[config.mk]
export PLATFORM = sky130hd
export DESIGN_NAME = sram_bus_arbiter_flat
export DESIGN_NICKNAME = d
export VERILOG_FILES = /design/src/rtl/sram_bus_arbiter_if.sv /design/src/rtl/sram_bus_arbiter.sv /design/src/flat_wrapper.sv
export SDC_FILE = /design/constraint.sdc
export NUM_CORES = 1
export LEC_CHECK = 0
export CORE_AREA = 2 2 124 126
export DETAILED_ROUTE_END_ITERATION = 6
export DIE_AREA = 0 0 126 128
export GPL_ROUTABILITY_DRIVEN = 0
export PLACE_DENSITY_LB_ADDON = 0.3
export SLEW_MARGIN = 20
export SYNTH_ARGS = -nofsm -noshare
export SYNTH_HDL_FRONTEND = slang
export SYNTH_SLANG_ARGS = --single-unit
[constraint.sdc]
create_clock -name clk -period 1.26 [get_ports clk]
set_input_delay 0.315 -clock clk [delete_from_list [all_inputs] [get_ports clk]]
set_output_delay 0.315 -clock clk [all_outputs]
set_load 0.01 [all_outputs]
[src/rtl/sram_bus_arbiter_if.sv]
// -----------------------------------------------------------------------------
// sram_bus_arbiter_if
// One sram-like (req/addr_ok/data_ok) channel. The requester drives the
// request fields and receives the handshakes and read data.
//
// Signals:
//   req      request valid, held until addr_ok
//   wr       write flag
//   size     0=byte, 1=half, 2=word
//   wstrb    byte strobes
//   addr     byte address
//   wdata    write data
//   addr_ok  request accepted
//   data_ok  response valid (read data or write completion)
//   rdata    read data, meaningful only with data_ok
//
// Modports:
//   master   the requester side
//   slave    the responder side
// -----------------------------------------------------------------------------
interface sram_bus_arbiter_if;
    logic        req;
    logic        wr;
    logic [1:0]  size;
    logic [3:0]  wstrb;
    logic [31:0] addr;
    logic [31:0] wdata;
    logic        addr_ok;
    logic        data_ok;
    logic [31:0] rdata;

    modport master (
        output req, wr, size, wstrb, addr, wdata,
        input  addr_ok, data_ok, rdata
    );

    modport slave (
        input  req, wr, size, wstrb, addr, wdata,
        output addr_ok, data_ok, rdata
    );
endinterface

[src/rtl/sram_bus_arbiter.sv]
// -----------------------------------------------------------------------------
// sram_bus_arbiter
// Two-master / one-slave arbiter for the sram-like bus. Master 0 is the
// instruction-fetch port, master 1 the load/store port. One transaction is
// outstanding at a time. The data port wins simultaneous requests until it has
// taken MAX_DATA_STREAK grants in a row while fetch was waiting; the next
// conflict then goes to fetch.
//
// Ports:
//   clk    clock
//   reset  synchronous reset, active-high; forces every output to 0
//   inst   master 0 channel (slave modport: arbiter answers the master)
//   data   master 1 channel (slave modport)
//   mem    shared memory channel (master modport: arbiter requests)
//
// Parameters:
//   MAX_DATA_STREAK  consecutive data grants allowed while fetch waits (1..15)
// -----------------------------------------------------------------------------
module sram_bus_arbiter #(
    parameter int unsigned MAX_DATA_STREAK = 4
) (
    input  logic                      clk,
    input  logic                      reset,
    sram_bus_arbiter_if.slave         inst,
    sram_bus_arbiter_if.slave         data,
    sram_bus_arbiter_if.master        mem
);

    localparam int unsigned STREAK_W = $clog2(MAX_DATA_STREAK + 1);
    localparam logic [STREAK_W-1:0] STREAK_MAX = STREAK_W'(MAX_DATA_STREAK);

    typedef enum logic [1:0] {
        ST_IDLE = 2'd0,
        ST_REQ  = 2'd1,
        ST_RESP = 2'd2
    } state_t;

    state_t                state_r;
    logic                  gnt_r;       // 0 = inst owns the bus, 1 = data
    logic [STREAK_W-1:0]   streak_r;
    logic                  mem_req_r;

    logic                  pick_data_s;
    logic                  in_req_s;
    logic                  in_resp_s;
    logic                  mem_req_s;
    logic                  mem_wr_s;
    logic [1:0]            mem_size_s;
    logic [3:0]            mem_wstrb_s;
    logic [31:0]           mem_addr_s;
    logic [31:0]           mem_wdata_s;
    logic                  inst_addr_ok_s;
    logic                  data_addr_ok_s;
    logic                  inst_data_ok_s;
    logic                  data_data_ok_s;
    logic [31:0]           rdata_s;

    // Saturating increment of the data-streak counter.
    function automatic logic [STREAK_W-1:0] streak_inc(input logic [STREAK_W-1:0] cur);
        if (cur >= STREAK_MAX) begin
            return STREAK_MAX;
        end else begin
            return cur + STREAK_W'(1);
        end
    endfunction

    // Arbitration decision: data wins unless fetch is waiting and the streak is used up.
    always_comb begin
        pick_data_s = 1'b0;
        if (data.req && (!inst.req || (streak_r != STREAK_MAX))) begin
            pick_data_s = 1'b1;
        end else begin
            pick_data_s = 1'b0;
        end
    end

    // Control FSM with owner, streak and registered mem_req.
    always_ff @(posedge clk) begin
        if (reset) begin
            state_r   <= ST_IDLE;
            gnt_r     <= 1'b0;
            streak_r  <= {STREAK_W{1'b0}};
            mem_req_r <= 1'b0;
        end else begin
            case (state_r)
                ST_IDLE: begin
                    if (pick_data_s) begin
                        gnt_r     <= 1'b1;
                        // The streak only grows while fetch is actually waiting.
                        streak_r  <= inst.req ? streak_inc(streak_r) : {STREAK_W{1'b0}};
                        state_r   <= ST_REQ;
                        mem_req_r <= 1'b1;
                    end else if (inst.req) begin
                        gnt_r     <= 1'b0;
                        streak_r  <= {STREAK_W{1'b0}};
                        state_r   <= ST_REQ;
                        mem_req_r <= 1'b1;
                    end
                end
                ST_REQ: begin
                    // A master dropping req here is a protocol violation; stay put.
                    if (mem.addr_ok) begin
                        state_r   <= ST_RESP;
                        mem_req_r <= 1'b0;
                    end
                end
                ST_RESP: begin
                    if (mem.data_ok) begin
                        state_r <= ST_IDLE;
                    end
                end
                default: begin
                    state_r   <= ST_IDLE;
                    mem_req_r <= 1'b0;
                end
            endcase
        end
    end

    // Output steering; reset overrides everything so an in-flight transaction is cut cleanly.
    always_comb begin
        in_req_s       = 1'b0;
        in_resp_s      = 1'b0;
        mem_req_s      = 1'b0;
        mem_wr_s       = 1'b0;
        mem_size_s     = 2'd0;
        mem_wstrb_s    = 4'd0;
        mem_addr_s     = 32'd0;
        mem_wdata_s    = 32'd0;
        inst_addr_ok_s = 1'b0;
        data_addr_ok_s = 1'b0;
        inst_data_ok_s = 1'b0;
        data_data_ok_s = 1'b0;
        rdata_s        = 32'd0;
        if (!reset) begin
            in_req_s       = mem_req_r;
            in_resp_s      = (state_r == ST_RESP);
            mem_req_s      = mem_req_r;
            mem_wr_s       = gnt_r ? data.wr    : inst.wr;
            mem_size_s     = gnt_r ? data.size  : inst.size;
            mem_wstrb_s    = gnt_r ? data.wstrb : inst.wstrb;
            mem_addr_s     = gnt_r ? data.addr  : inst.addr;
            mem_wdata_s    = gnt_r ? data.wdata : inst.wdata;
            // Slave handshakes are only forwarded in the phase that expects them.
            inst_addr_ok_s = in_req_s  && !gnt_r && mem.addr_ok;
            data_addr_ok_s = in_req_s  &&  gnt_r && mem.addr_ok;
            inst_data_ok_s = in_resp_s && !gnt_r && mem.data_ok;
            data_data_ok_s = in_resp_s &&  gnt_r && mem.data_ok;
            rdata_s        = mem.rdata;
        end else begin
            rdata_s        = 32'd0;
        end
    end

    assign mem.req      = mem_req_s;
    assign mem.wr       = mem_wr_s;
    assign mem.size     = mem_size_s;
    assign mem.wstrb    = mem_wstrb_s;
    assign mem.addr     = mem_addr_s;
    assign mem.wdata    = mem_wdata_s;

    assign inst.addr_ok = inst_addr_ok_s;
    assign inst.data_ok = inst_data_ok_s;
    assign inst.rdata   = rdata_s;
    assign data.addr_ok = data_addr_ok_s;
    assign data.data_ok = data_data_ok_s;
    assign data.rdata   = rdata_s;

endmodule

[src/flat_wrapper.sv]
// flat-port wrapper written by rule: the top's interface ports become plain ports
module sram_bus_arbiter_flat 
#(
    parameter int unsigned MAX_DATA_STREAK = 4
)
  (clk, reset, inst_req, inst_wr, inst_size, inst_wstrb, inst_addr, inst_wdata, inst_addr_ok, inst_data_ok, inst_rdata, data_req, data_wr, data_size, data_wstrb, data_addr, data_wdata, data_addr_ok, data_data_ok, data_rdata, mem_req, mem_wr, mem_size, mem_wstrb, mem_addr, mem_wdata, mem_addr_ok, mem_data_ok, mem_rdata);
  sram_bus_arbiter_if inst_i ();
  sram_bus_arbiter_if data_i ();
  sram_bus_arbiter_if mem_i ();
  input  logic clk;
  input  logic reset;
  input wire logic [$bits(inst_i.req)-1:0] inst_req;
  input wire logic [$bits(inst_i.wr)-1:0] inst_wr;
  input wire logic [$bits(inst_i.size)-1:0] inst_size;
  input wire logic [$bits(inst_i.wstrb)-1:0] inst_wstrb;
  input wire logic [$bits(inst_i.addr)-1:0] inst_addr;
  input wire logic [$bits(inst_i.wdata)-1:0] inst_wdata;
  output wire logic [$bits(inst_i.addr_ok)-1:0] inst_addr_ok;
  output wire logic [$bits(inst_i.data_ok)-1:0] inst_data_ok;
  output wire logic [$bits(inst_i.rdata)-1:0] inst_rdata;
  input wire logic [$bits(data_i.req)-1:0] data_req;
  input wire logic [$bits(data_i.wr)-1:0] data_wr;
  input wire logic [$bits(data_i.size)-1:0] data_size;
  input wire logic [$bits(data_i.wstrb)-1:0] data_wstrb;
  input wire logic [$bits(data_i.addr)-1:0] data_addr;
  input wire logic [$bits(data_i.wdata)-1:0] data_wdata;
  output wire logic [$bits(data_i.addr_ok)-1:0] data_addr_ok;
  output wire logic [$bits(data_i.data_ok)-1:0] data_data_ok;
  output wire logic [$bits(data_i.rdata)-1:0] data_rdata;
  output wire logic [$bits(mem_i.req)-1:0] mem_req;
  output wire logic [$bits(mem_i.wr)-1:0] mem_wr;
  output wire logic [$bits(mem_i.size)-1:0] mem_size;
  output wire logic [$bits(mem_i.wstrb)-1:0] mem_wstrb;
  output wire logic [$bits(mem_i.addr)-1:0] mem_addr;
  output wire logic [$bits(mem_i.wdata)-1:0] mem_wdata;
  input wire logic [$bits(mem_i.addr_ok)-1:0] mem_addr_ok;
  input wire logic [$bits(mem_i.data_ok)-1:0] mem_data_ok;
  input wire logic [$bits(mem_i.rdata)-1:0] mem_rdata;
  assign inst_i.req = inst_req;
  assign inst_i.wr = inst_wr;
  assign inst_i.size = inst_size;
  assign inst_i.wstrb = inst_wstrb;
  assign inst_i.addr = inst_addr;
  assign inst_i.wdata = inst_wdata;
  assign inst_addr_ok = inst_i.addr_ok;
  assign inst_data_ok = inst_i.data_ok;
  assign inst_rdata = inst_i.rdata;
  assign data_i.req = data_req;
  assign data_i.wr = data_wr;
  assign data_i.size = data_size;
  assign data_i.wstrb = data_wstrb;
  assign data_i.addr = data_addr;
  assign data_i.wdata = data_wdata;
  assign data_addr_ok = data_i.addr_ok;
  assign data_data_ok = data_i.data_ok;
  assign data_rdata = data_i.rdata;
  assign mem_req = mem_i.req;
  assign mem_wr = mem_i.wr;
  assign mem_size = mem_i.size;
  assign mem_wstrb = mem_i.wstrb;
  assign mem_addr = mem_i.addr;
  assign mem_wdata = mem_i.wdata;
  assign mem_i.addr_ok = mem_addr_ok;
  assign mem_i.data_ok = mem_data_ok;
  assign mem_i.rdata = mem_rdata;
  sram_bus_arbiter #(.MAX_DATA_STREAK(MAX_DATA_STREAK)) u_core (.clk(clk), .reset(reset), .inst(inst_i), .data(data_i), .mem(mem_i));
endmodule
==> results.json, run 1 <==
{
  "critPathSlowestCell": "dfxtp_4",
  "worst_setup_path_end_kind": "primary output",
  "seqPwrFrac_pct": 8.0,
  "clock_skew_ns": 0.00516,
  "maxSlewViolCount": 0,
  "p_int_w": 0.00215,
  "violations": "negative setup slack",
  "critical_path.top_delay_family": "buffers and inverters",
  "dr.first_iter.drc_count": 64,
  "max-slew-margin-rel_pct": 76.0,
  "max_cap_violations": 0,
  "dp_hpwl_mm": 9.66,
  "grt_max_degree": 36,
  "critical_path_class": "reg -> out",
  "pin_count": 320,
  "syn_to_final_growth_pct": 223,
  "p_comb_share_pct": 74.4,
  "grt_overflow": 0,
  "hold_buffers": 0,
  "first_pass_iters": 4,
  "numCtsBuffers": 3,
  "clk_path_buf_depth": 2,
  "async_flop_share_pct": 0,
  "start_util_pct": 12.9,
  "clkTransAtPathRegs_ns": 0.04,
  "coreArea_um2": 14900,
  "finalCritPeriodShare_pct": 134,
  "max_freq_mhz": 591,
  "hp-class": "reg -> reg",
  "num_vias": 3294,
  "synth_common_cells": "78 x nor2_1, 71 x mux2i_1, 39 x buf_4, 33 x nor2b_1, 11 x clkbuf_1",
  "synth_top_family_by_area": "multiplexers",
  "setup_ws_ns": -0.433,
  "clkLatencyLatePin_ns": 0.24,
  "setup_viol": 119,
  "place_inst": 753,
  "rsz0062_at_grt": "yes",
  "layout.cells.non_filler": 817,
  "synth-simple-area-share_pct": 31.1,
  "crit_buf_inv": 4,
  "antenna_cells_inserted": 0,
  "synth_seq_cells": 7,
  "syn-num-nets": 456,
  "placed_cell_area_um2": 5320,
  "drive_gt1_share_pct": 46.6,
  "synth_xor_area_share_pct": 0,
  "outcome": "complete, but fails checks",
  "grt_use_total_pct": 14.0,
  "finalHoldViolations": 0,
  "antenna_found_initial": 0,
  "cp_cell_sequence": "buf_12 -> buf_16 -> buf_6 -> mux2i_2 -> nor2_1 -> buf_2",
  "synth_area_um2": 1920,
  "synth_cell_types": 25,
  "yosys_warnings": 0,
  "required_ns": 0.94,
  "synthesis.instances": 274,
  "port_buffers": 319,
  "switchingPower_w": 0.00101,
  "start_kind": "register",
  "htree_levels": 1,
  "synth_top_area_cell": "mux2i_1",
  "yosys-mux-area-fraction_pct": 37.1,
  "cts_root_buf": "clkbuf_16",
  "grt_pass1_vias": 3409,
  "peakVddDrop_mv": 0.406,
  "worst_pin_slew_ns": 0.360,
  "switching_share_pct": 31.9,
  "synthFlopType": "dfxtp_1",
  "yosys.cell_count.top_type": "nor2_1",
  "p_per_area_nw_per_um2": 511,
  "synth_edf_count": 0,
  "via_per_inst": 4.03,
  "wl_mm": 12.8,
  "power_w": 0.00316,
  "num-nets-final": 812,
  "leakage_nw": 2.91,
  "detail-route-antenna-nets": 0,
  "die_area_um2": 16100,
  "die_y_um": 128,
  "yosys-top-cells-area": "mux2i_1 37%, buf_4 15%, nor2_1 15%",
  "syn_area_per_cell_um2": 6.99,
  "cts_tree": "yes",
  "grt_pass1_wl_mm": 18.0,
  "worst-path-max-fanout": 6,
  "synth_seq_area_share_pct": 7.32,
  "synth-compound-area-share_pct": 3.72,
  "die_w_um": 126,
  "pwr-share-clk_pct": 17.5,
  "critical_path_arrival_ns": 1.38,
  "rows": 45,
  "finalCriticalPeriod_ns": 1.69,
  "synthAdderAreaFrac_pct": 1.31,
  "synth_top_area_share_pct": 37.1,
  "cts_sinks": 7,
  "design_area_um2": 6200,
  "cpPeakStageDelay_ns": 0.38,
  "drc": 0,
  "avgRoutedWirePerCell_um": 15.6,
  "fin_util_pct": 41.7
}
==> tightest hold or removal path, cell delays in order (launching register included) <==
cell,delay (ns)
dfxtp_2,0.31
nand2_1,0.05
a21oi_1,0.05
==> sequential cells by signal, indices dropped and copies added (netlist names) <==
| name | count |
|---|---|
| u_core.gnt_r | 1 |
| u_core.streak_r | 3 |
| u_core.state_r | 2 |
| u_core.mem_req_r | 1 |
==> placed cells by master, fill, tap and decap left out, types with 2 or more instances in the layout <==
cell type,netlist,final
mux2i_2,0,9
buf_4,39,15
dlygate4sd2_1,0,33
buf_8,0,5
buf_12,0,18
nand2_1,3,3
clkdlybuf4s50_1,0,143
a21oi_1,4,4
nor2_2,0,2
and3_4,0,2
dfxtp_2,0,5
o21ai_0,3,3
buf_2,2,80
nand3_1,4,3
nor2_1,78,75
buf_6,0,104
buf_16,0,3
clkbuf_16,0,4
nor2b_4,0,33
inv_2,0,2
mux2i_1,71,61
==> layout make-up <==
class | instances | area, um2
well taps | 188 | 235
flip-flops and latches | 7 | 150
multi-input cells | 210 | 1740
repair buffers | 404 | 3970
inverters | 4 | 17.5
fillers | 1477 | 8670
clock buffers | 4 | 78.8
==> final timing paths <==
check | from | to | slack (ns) | cells after the start
setup reg to reg | u_core.state_r[0] | u_core.streak_r[0] | -0.01 | 4
hold / removal | u_core.mem_req_r | u_core.mem_req_r | 0.45 | 2
setup / recovery | u_core.gnt_r | mem_wdata[11] | -0.43 | 6
hold reg to reg | u_core.mem_req_r | u_core.mem_req_r | 0.45 | 2
==> metrics by stage <==
stage / hold slack (ns) / setup TNS [ns] / setup slack [ns]
after floorplan: 0.432 / -2.16 / -0.0526
after global placement: 0.439 / -78.71 / -0.692
after detailed placement: 0.444 / -80.31 / -0.708
after CTS: 0.451 / -30.30 / -0.452
after global routing: 0.465 / -33.71 / -0.499
final: 0.446 / -27.76 / -0.433
==> power groups by stage <==
stage | Combinational [W] | Sequential [W] | Clock, W
3_5_place_dp | 0.00199 | 0.000266 | 0
4_1_cts | 0.00230 | 0.000253 | 0.000564
5_1_grt | 0.00251 | 0.000257 | 0.000568
6_report | 0.00236 | 0.000254 | 0.000554
3_3_place_gp | 0.00198 | 0.000266 | 0
2_1_floorplan | 0.000803 | 0.000251 | 0
==> cells by family after synthesis <==
| group | after synthesis |
|---|---|
| mux | 71 |
| simple gates | 126 |
| fa+ha+maj | 2 |
| buf+inv | 57 |
| compound gates | 11 |
| flops | 7 |
==> timing repair <==
action                     in CTS  in global routing
setup endpoints to repair     143                139
resized for setup             758                 60
pin swaps                       8                 16
cloned                          5                  1
buffers inserted               54                  7
==> per-layer routing <==
| metal | routed length (um) | vias up | track usage (%) |
|---|---|---|---|
| met1 | 4440 | 1498 | 14.4 |
| met4 | 131 | 0 | 2.59 |
| met2 | 7070 | 197 | 28.8 |
| li1 | - | 1591 | - |
| met5 | 0 | - | 0 |
| met3 | 1130 | 8 | 2.96 |
No activity file was read; power rests on OpenSTA's default activity.
==> run 2: changes to the inputs <==
--- a/config.mk
+++ b/config.mk
@@ -10,6 +10,7 @@
 export DIE_AREA = 0 0 126 128
 export GPL_ROUTABILITY_DRIVEN = 0
 export PLACE_DENSITY_LB_ADDON = 0.3
+export SKIP_CTS_REPAIR_TIMING = 1
 export SLEW_MARGIN = 20
 export SYNTH_ARGS = -nofsm -noshare
 export SYNTH_HDL_FRONTEND = slang
==> run 2 against run 1 <==
  * The run still ends with negative setup slack left
  * Routed wire length decreased by 4.6%
  * Total power decreased by 8.5%
  * Critical path depth unchanged
  * Global-route usage decreased by 1.8 points
  * Worst setup slack improved by 0.032 ns
  * Maximum frequency increased by 1.9%
  * Clock skew about the same
  * Combinational power decreased by 11%
  * Flip-flop and latch count unchanged
  * Critical endpoint is now mem_wdata[22]
  * Largest power group unchanged
==> results.json, run 2 (same netlist as run 1, synthesis figures left out) <==
{
  "outcome": "complete, but fails checks",
  "violations": "negative setup slack",
  "setup_ws_ns": -0.401,
  "syn_to_final_growth_pct": 197,
  "reg2reg_setup_slack_ns": -0.02,
  "final_cell_mix": "143 x clkdlybuf4s50_1, 77 x clkbuf_2, 74 x nor2_1",
  "r2r-end": "u_core.streak_r[1]",
  "detail-route-antenna-nets": 0,
  "antenna_cells_inserted": 0,
  "finalHoldViolations": 0,
  "holdPathStages": 3,
  "grt_max_degree": 36,
  "setup_viol": 77,
  "endpoint": "mem_wdata[22]",
  "startpoint": "u_core.gnt_r",
  "port_buffers": 319,
  "p_int_w": 0.00194,
  "leakage_nw": 2.99,
  "htree_levels": 1,
  "via_per_inst": 4.07,
  "largest_reg_flops": 3,
  "critical_path_class": "reg -> out",
  "die_area_um2": 16100,
  "placed_cell_area_um2": 5320,
  "first_pass_iters": 4,
  "cts_tree": "yes",
  "r2r-start": "u_core.state_r[1]",
  "avgRoutedWirePerCell_um": 15.8,
  "start_util_pct": 12.9,
  "seqPwrFrac_pct": 8.7,
  "max_freq_mhz": 602,
  "numCtsBuffers": 3,
  "wl_mm": 12.2,
  "cts_sinks": 7,
  "max_cap_violations": 0,
  "required_ns": 0.94,
  "die_y_um": 128,
  "drive_gt1_share_pct": 40.2,
  "design_area_um2": 5700,
  "grt_overflow": 0,
  "cts_root_buf": "clkbuf_16",
  "finalCritPeriodShare_pct": 132,
  "p_per_area_nw_per_um2": 508,
  "critical_path_arrival_ns": 1.35,
  "r2r_cells": 4,
  "num-nets-final": 767,
  "dp_hpwl_mm": 9.66,
  "peakVddDrop_mv": 0.408,
  "grt_pass1_wl_mm": 15.8,
  "switchingPower_w": 0.000951,
  "fill_cells": 1544,
  "die_w_um": 126,
  "top_register": "u_core.streak_r",
  "worst-path-max-fanout": 7,
  "reg_top3": "u_core.streak_r x3, u_core.state_r x2",
  "whs_ns": 0.414,
  "pwr-share-clk_pct": 19.1,
  "clock_skew_ns": 0.00486,
  "maxSlewViolCount": 0,
  "tns_ns": -24.60,
  "grt_pass1_vias": 2983,
  "worst_pin_slew_ns": 0.364,
  "start_kind": "register",
  "clkTransAtPathRegs_ns": 0.04,
  "coreArea_um2": 14900,
  "clk_path_buf_depth": 2,
  "dr.first_iter.drc_count": 90,
  "switching_share_pct": 32.9,
  "max-slew-margin-rel_pct": 75.8,
  "p_comb_share_pct": 72.2,
  "finalCriticalPeriod_ns": 1.66,
  "pin_count": 320,
  "hp-class": "in -> reg",
  "antenna_found_initial": 0,
  "clkLatencyLatePin_ns": 0.24,
  "rsz0062_at_grt": "yes",
  "num_vias": 3142,
  "final_common_cell": "clkdlybuf4s50_1",
  "grt_use_total_pct": 12.2,
  "power_w": 0.00289,
  "worst_setup_path_end_kind": "primary output",
  "drc": 0,
  "rows": 45
}
-- run 2: changes by cell type in the layout (fill, tap and decap cells not counted), sizes merged --
| cell | delta |
|---|---|
| buf | -139 |
| clkbuf | +81 |
| dlymetal6s2s | +47 |
| dlygate4sd2 | -33 |
| clkdlybuf4s15 | -1 |
-- run 2: worst min-delay path by stage --
stage | slack (ns) | end | startpoint
CTS | 0.45 | u_core.mem_req_r | u_core.mem_req_r
global route | 0.44 | u_core.state_r[1] | mem_data_ok
detailed placement | 0.44 | u_core.mem_req_r | u_core.mem_req_r
floorplan | 0.43 | u_core.mem_req_r | u_core.mem_req_r
global placement | 0.44 | u_core.mem_req_r | u_core.mem_req_r
finish | 0.41 | u_core.state_r[1] | mem_data_ok
-- run 2: routing by layer --
layer	wire length, um	vias to the layer above	GRT usage (%)	share of wire (%)
met5	0	-	0	0
met4	125	0	2.59	1.0
met3	1250	8	3.05	10
met2	6690	198	24.4	55
met1	4110	1433	12.8	34
li1	-	1503	-	-
-- run 2: power groups by stage --
| stage | Sequential [W] | Combinational, W | Clock [W] |
|---|---|---|---|
| 2_1_floorplan | 0.000251 | 0.000803 | 0 |
| 3_3_place_gp | 0.000266 | 0.00198 | 0 |
| 3_5_place_dp | 0.000266 | 0.00199 | 0 |
| 4_1_cts | 0.000263 | 0.00200 | 0.000564 |
| 5_1_grt | 0.000254 | 0.00223 | 0.000569 |
| 6_report | 0.000252 | 0.00209 | 0.000554 |
-- run 2: critical path, cell delays in order, from the launching register on --
cell and delay, ns:
dfxtp_4 0.35, buf_12 0.14, clkbuf_16 0.16, buf_4 0.13, mux2i_1 0.11, nor2_1 0.08, clkbuf_2 0.14
-- run 2: cell type report --
type | count | area, um2 | area share [%]
Tap cell | 188 | 235 | 4.13
Clock buffer | 4 | 78.8 | 1.38
Multi-Input combinational cell | 210 | 1750 | 30.8
Timing Repair Buffer | 359 | 3460 | 60.8
Sequential cell | 7 | 149 | 2.61
Inverter | 4 | 17.5 | 0.307
-- run 2: per-stage QoR --
step	cells	util [%]	worst slack [ns]
2_1_floorplan	274	-	-0.0526
3_3_place_gp	753	35.8	-0.692
3_5_place_dp	753	35.8	-0.708
4_1_cts	757	36.3	-0.852
5_1_grt	772	38.3	-0.483
6_report	772	38.3	-0.401
==> run 3: changes to the inputs <==
--- a/config.mk
+++ b/config.mk
@@ -10,6 +10,7 @@
 export DIE_AREA = 0 0 126 128
 export GPL_ROUTABILITY_DRIVEN = 0
 export PLACE_DENSITY_LB_ADDON = 0.3
+export RECOVER_POWER = 100
 export SKIP_CTS_REPAIR_TIMING = 1
 export SLEW_MARGIN = 20
 export SYNTH_ARGS = -nofsm -noshare
==> run 3 against run 2 <==
  * The flow still finishes with violations (negative setup slack)
  * Routed wire length fell by 0.17%
  * Hold slack barely moved
  * Clock power barely moved
  * Combinational power fell by 2%
  * Sequential share of layout area rose by 0.057 points
  * Clock-buffer cell count did not move
  * Worst setup slack barely moved
  * Non-clock buffer count did not move
  * Highest routed layer unchanged
==> results.json, run 3 (same netlist as run 1, synthesis figures left out) <==
{
  "outcome": "complete, but fails checks",
  "violations": "negative setup slack",
  "critical_path_class": "reg -> out",
  "p_per_area_nw_per_um2": 510,
  "max-slew-margin-rel_pct": 75.8,
  "cts_root_buf": "clkbuf_16",
  "start_util_pct": 12.9,
  "hp-class": "in -> reg",
  "die_area_um2": 16100,
  "critPathSlowestCell": "dfxtp_4",
  "critical_path_arrival_ns": 1.35,
  "r2r-start": "u_core.state_r[1]",
  "num_vias": 3139,
  "worst_pin_slew_ns": 0.363,
  "finalCriticalPeriod_ns": 1.66,
  "peakVddDrop_mv": 0.407,
  "numCtsBuffers": 3,
  "die_y_um": 128,
  "dp_hpwl_mm": 9.66,
  "first_pass_iters": 4,
  "antenna_cells_inserted": 0,
  "place_inst": 753,
  "clk_path_buf_depth": 2,
  "maxSlewViolCount": 0,
  "setup_viol": 82,
  "clock_skew_ns": 0.00493,
  "num-nets-final": 767,
  "antenna_found_initial": 0,
  "start_kind": "register",
  "leakage_nw": 2.91,
  "die_w_um": 126,
  "grt_max_degree": 36,
  "grt_pass1_vias": 2983,
  "final_cell_mix": "142 x clkdlybuf4s50_1, 80 x clkbuf_2, 74 x nor2_1",
  "finalHoldViolations": 0,
  "pin_count": 320,
  "grt_overflow": 0,
  "cts_tree": "yes",
  "drive_gt1_share_pct": 39.6,
  "rows": 45,
  "max_freq_mhz": 602,
  "r2r_cells": 4,
  "cpPeakStageDelay_ns": 0.35,
  "cp_cell_sequence": "buf_12 -> clkbuf_16 -> buf_4 -> mux2i_1 -> nor2_1 -> clkbuf_2",
  "layout.cells.non_filler": 772,
  "reg_top3": "u_core.streak_r x3, u_core.state_r x2",
  "drc": 0,
  "dr.first_iter.drc_count": 92,
  "clkLatencyLatePin_ns": 0.24,
  "via_per_inst": 4.07,
  "wl_mm": 12.2,
  "cts_sinks": 7,
  "clkTransAtPathRegs_ns": 0.04,
  "grt_pass1_wl_mm": 15.8,
  "holdPathStages": 3,
  "placed_cell_area_um2": 5320,
  "detail-route-antenna-nets": 0,
  "required_ns": 0.94,
  "final_common_cell": "clkdlybuf4s50_1",
  "worst-path-max-fanout": 7,
  "worst_setup_path_end_kind": "primary output",
  "endpoint": "mem_wdata[22]",
  "coreArea_um2": 14900,
  "setup_ws_ns": -0.401,
  "grt_use_total_pct": 12.2,
  "syn_to_final_growth_pct": 191,
  "r2r-end": "u_core.streak_r[1]",
  "htree_levels": 1,
  "port_buffers": 319,
  "top_register": "u_core.streak_r",
  "max_cap_violations": 0,
  "reg2reg_setup_slack_ns": -0.02,
  "largest_reg_flops": 3,
  "rsz0062_at_grt": "yes",
  "worstHoldStart": "mem_data_ok",
  "finalCritPeriodShare_pct": 132,
  "avgRoutedWirePerCell_um": 15.7,
  "design_area_um2": 5580,
  "startpoint": "u_core.gnt_r",
  "power_w": 0.00284
}
==> run 3: changes by cell type in the layout (fill, tap and decap cells not counted), sizes merged <==
cell,previous run,this run
clkbuf,86,89
dlygate4sd3,0,1
buf,86,83
clkdlybuf4s50,143,142
==> run 3: area by class of cell <==
| class | instances | area (um2) |
|---|---|---|
| sequential | 7 | 149 |
| tap | 188 | 235 |
| clock buffer | 4 | 78.8 |
| inverter | 4 | 17.5 |
| multi-input combinational | 210 | 1660 |
| fill | 1564 | 9290 |
| timing repair buffer | 359 | 3430 |
==> run 3: worst min-delay path by stage <==
| stage | end | slack [ns] |
|---|---|---|
| after global placement | u_core.mem_req_r | 0.44 |
| after CTS | u_core.mem_req_r | 0.45 |
| final | u_core.state_r[1] | 0.41 |
| after detailed placement | u_core.mem_req_r | 0.44 |
| after global routing | u_core.state_r[1] | 0.44 |
| after floorplan | u_core.mem_req_r | 0.43 |
==> run 3: critical path: cells and delay by family, from the launching register on <==
family                 cells  cell delay [ns]
and+or+nand+nor            1             0.08
DFF                        1             0.35
buffers and inverters      4             0.57
muxes                      1             0.11
==> run 3: power by group <==
part,switching [W],internal [W],total [W],leakage [nW]
Combinational,0.000792,0.00125,0.00204,2.82
Sequential,0.0000119,0.000239,0.000251,0.0597
Clock,0.000132,0.000422,0.000554,0.0382
==> run 3: routing by layer <==
layer	global-route usage [%]	up-vias	wire length, um
met4	2.59	0	125
li1	-	1502	-
met3	3.05	8	1240
met2	24.4	196	6680
met1	12.8	1433	4110
met5	0	-	0
==> run 3: metrics by stage <==
step	setup TNS [ns]	hold slack, ns	utilization [%]	setup WS (ns)
after CTS	-91.54	0.449	36.3	-0.852
after floorplan	-2.16	0.432	-	-0.0526
after global placement	-78.71	0.439	35.8	-0.692
after global routing	-29.79	0.440	37.5	-0.483
after detailed placement	-80.31	0.444	35.8	-0.708
final	-24.72	0.414	37.5	-0.401
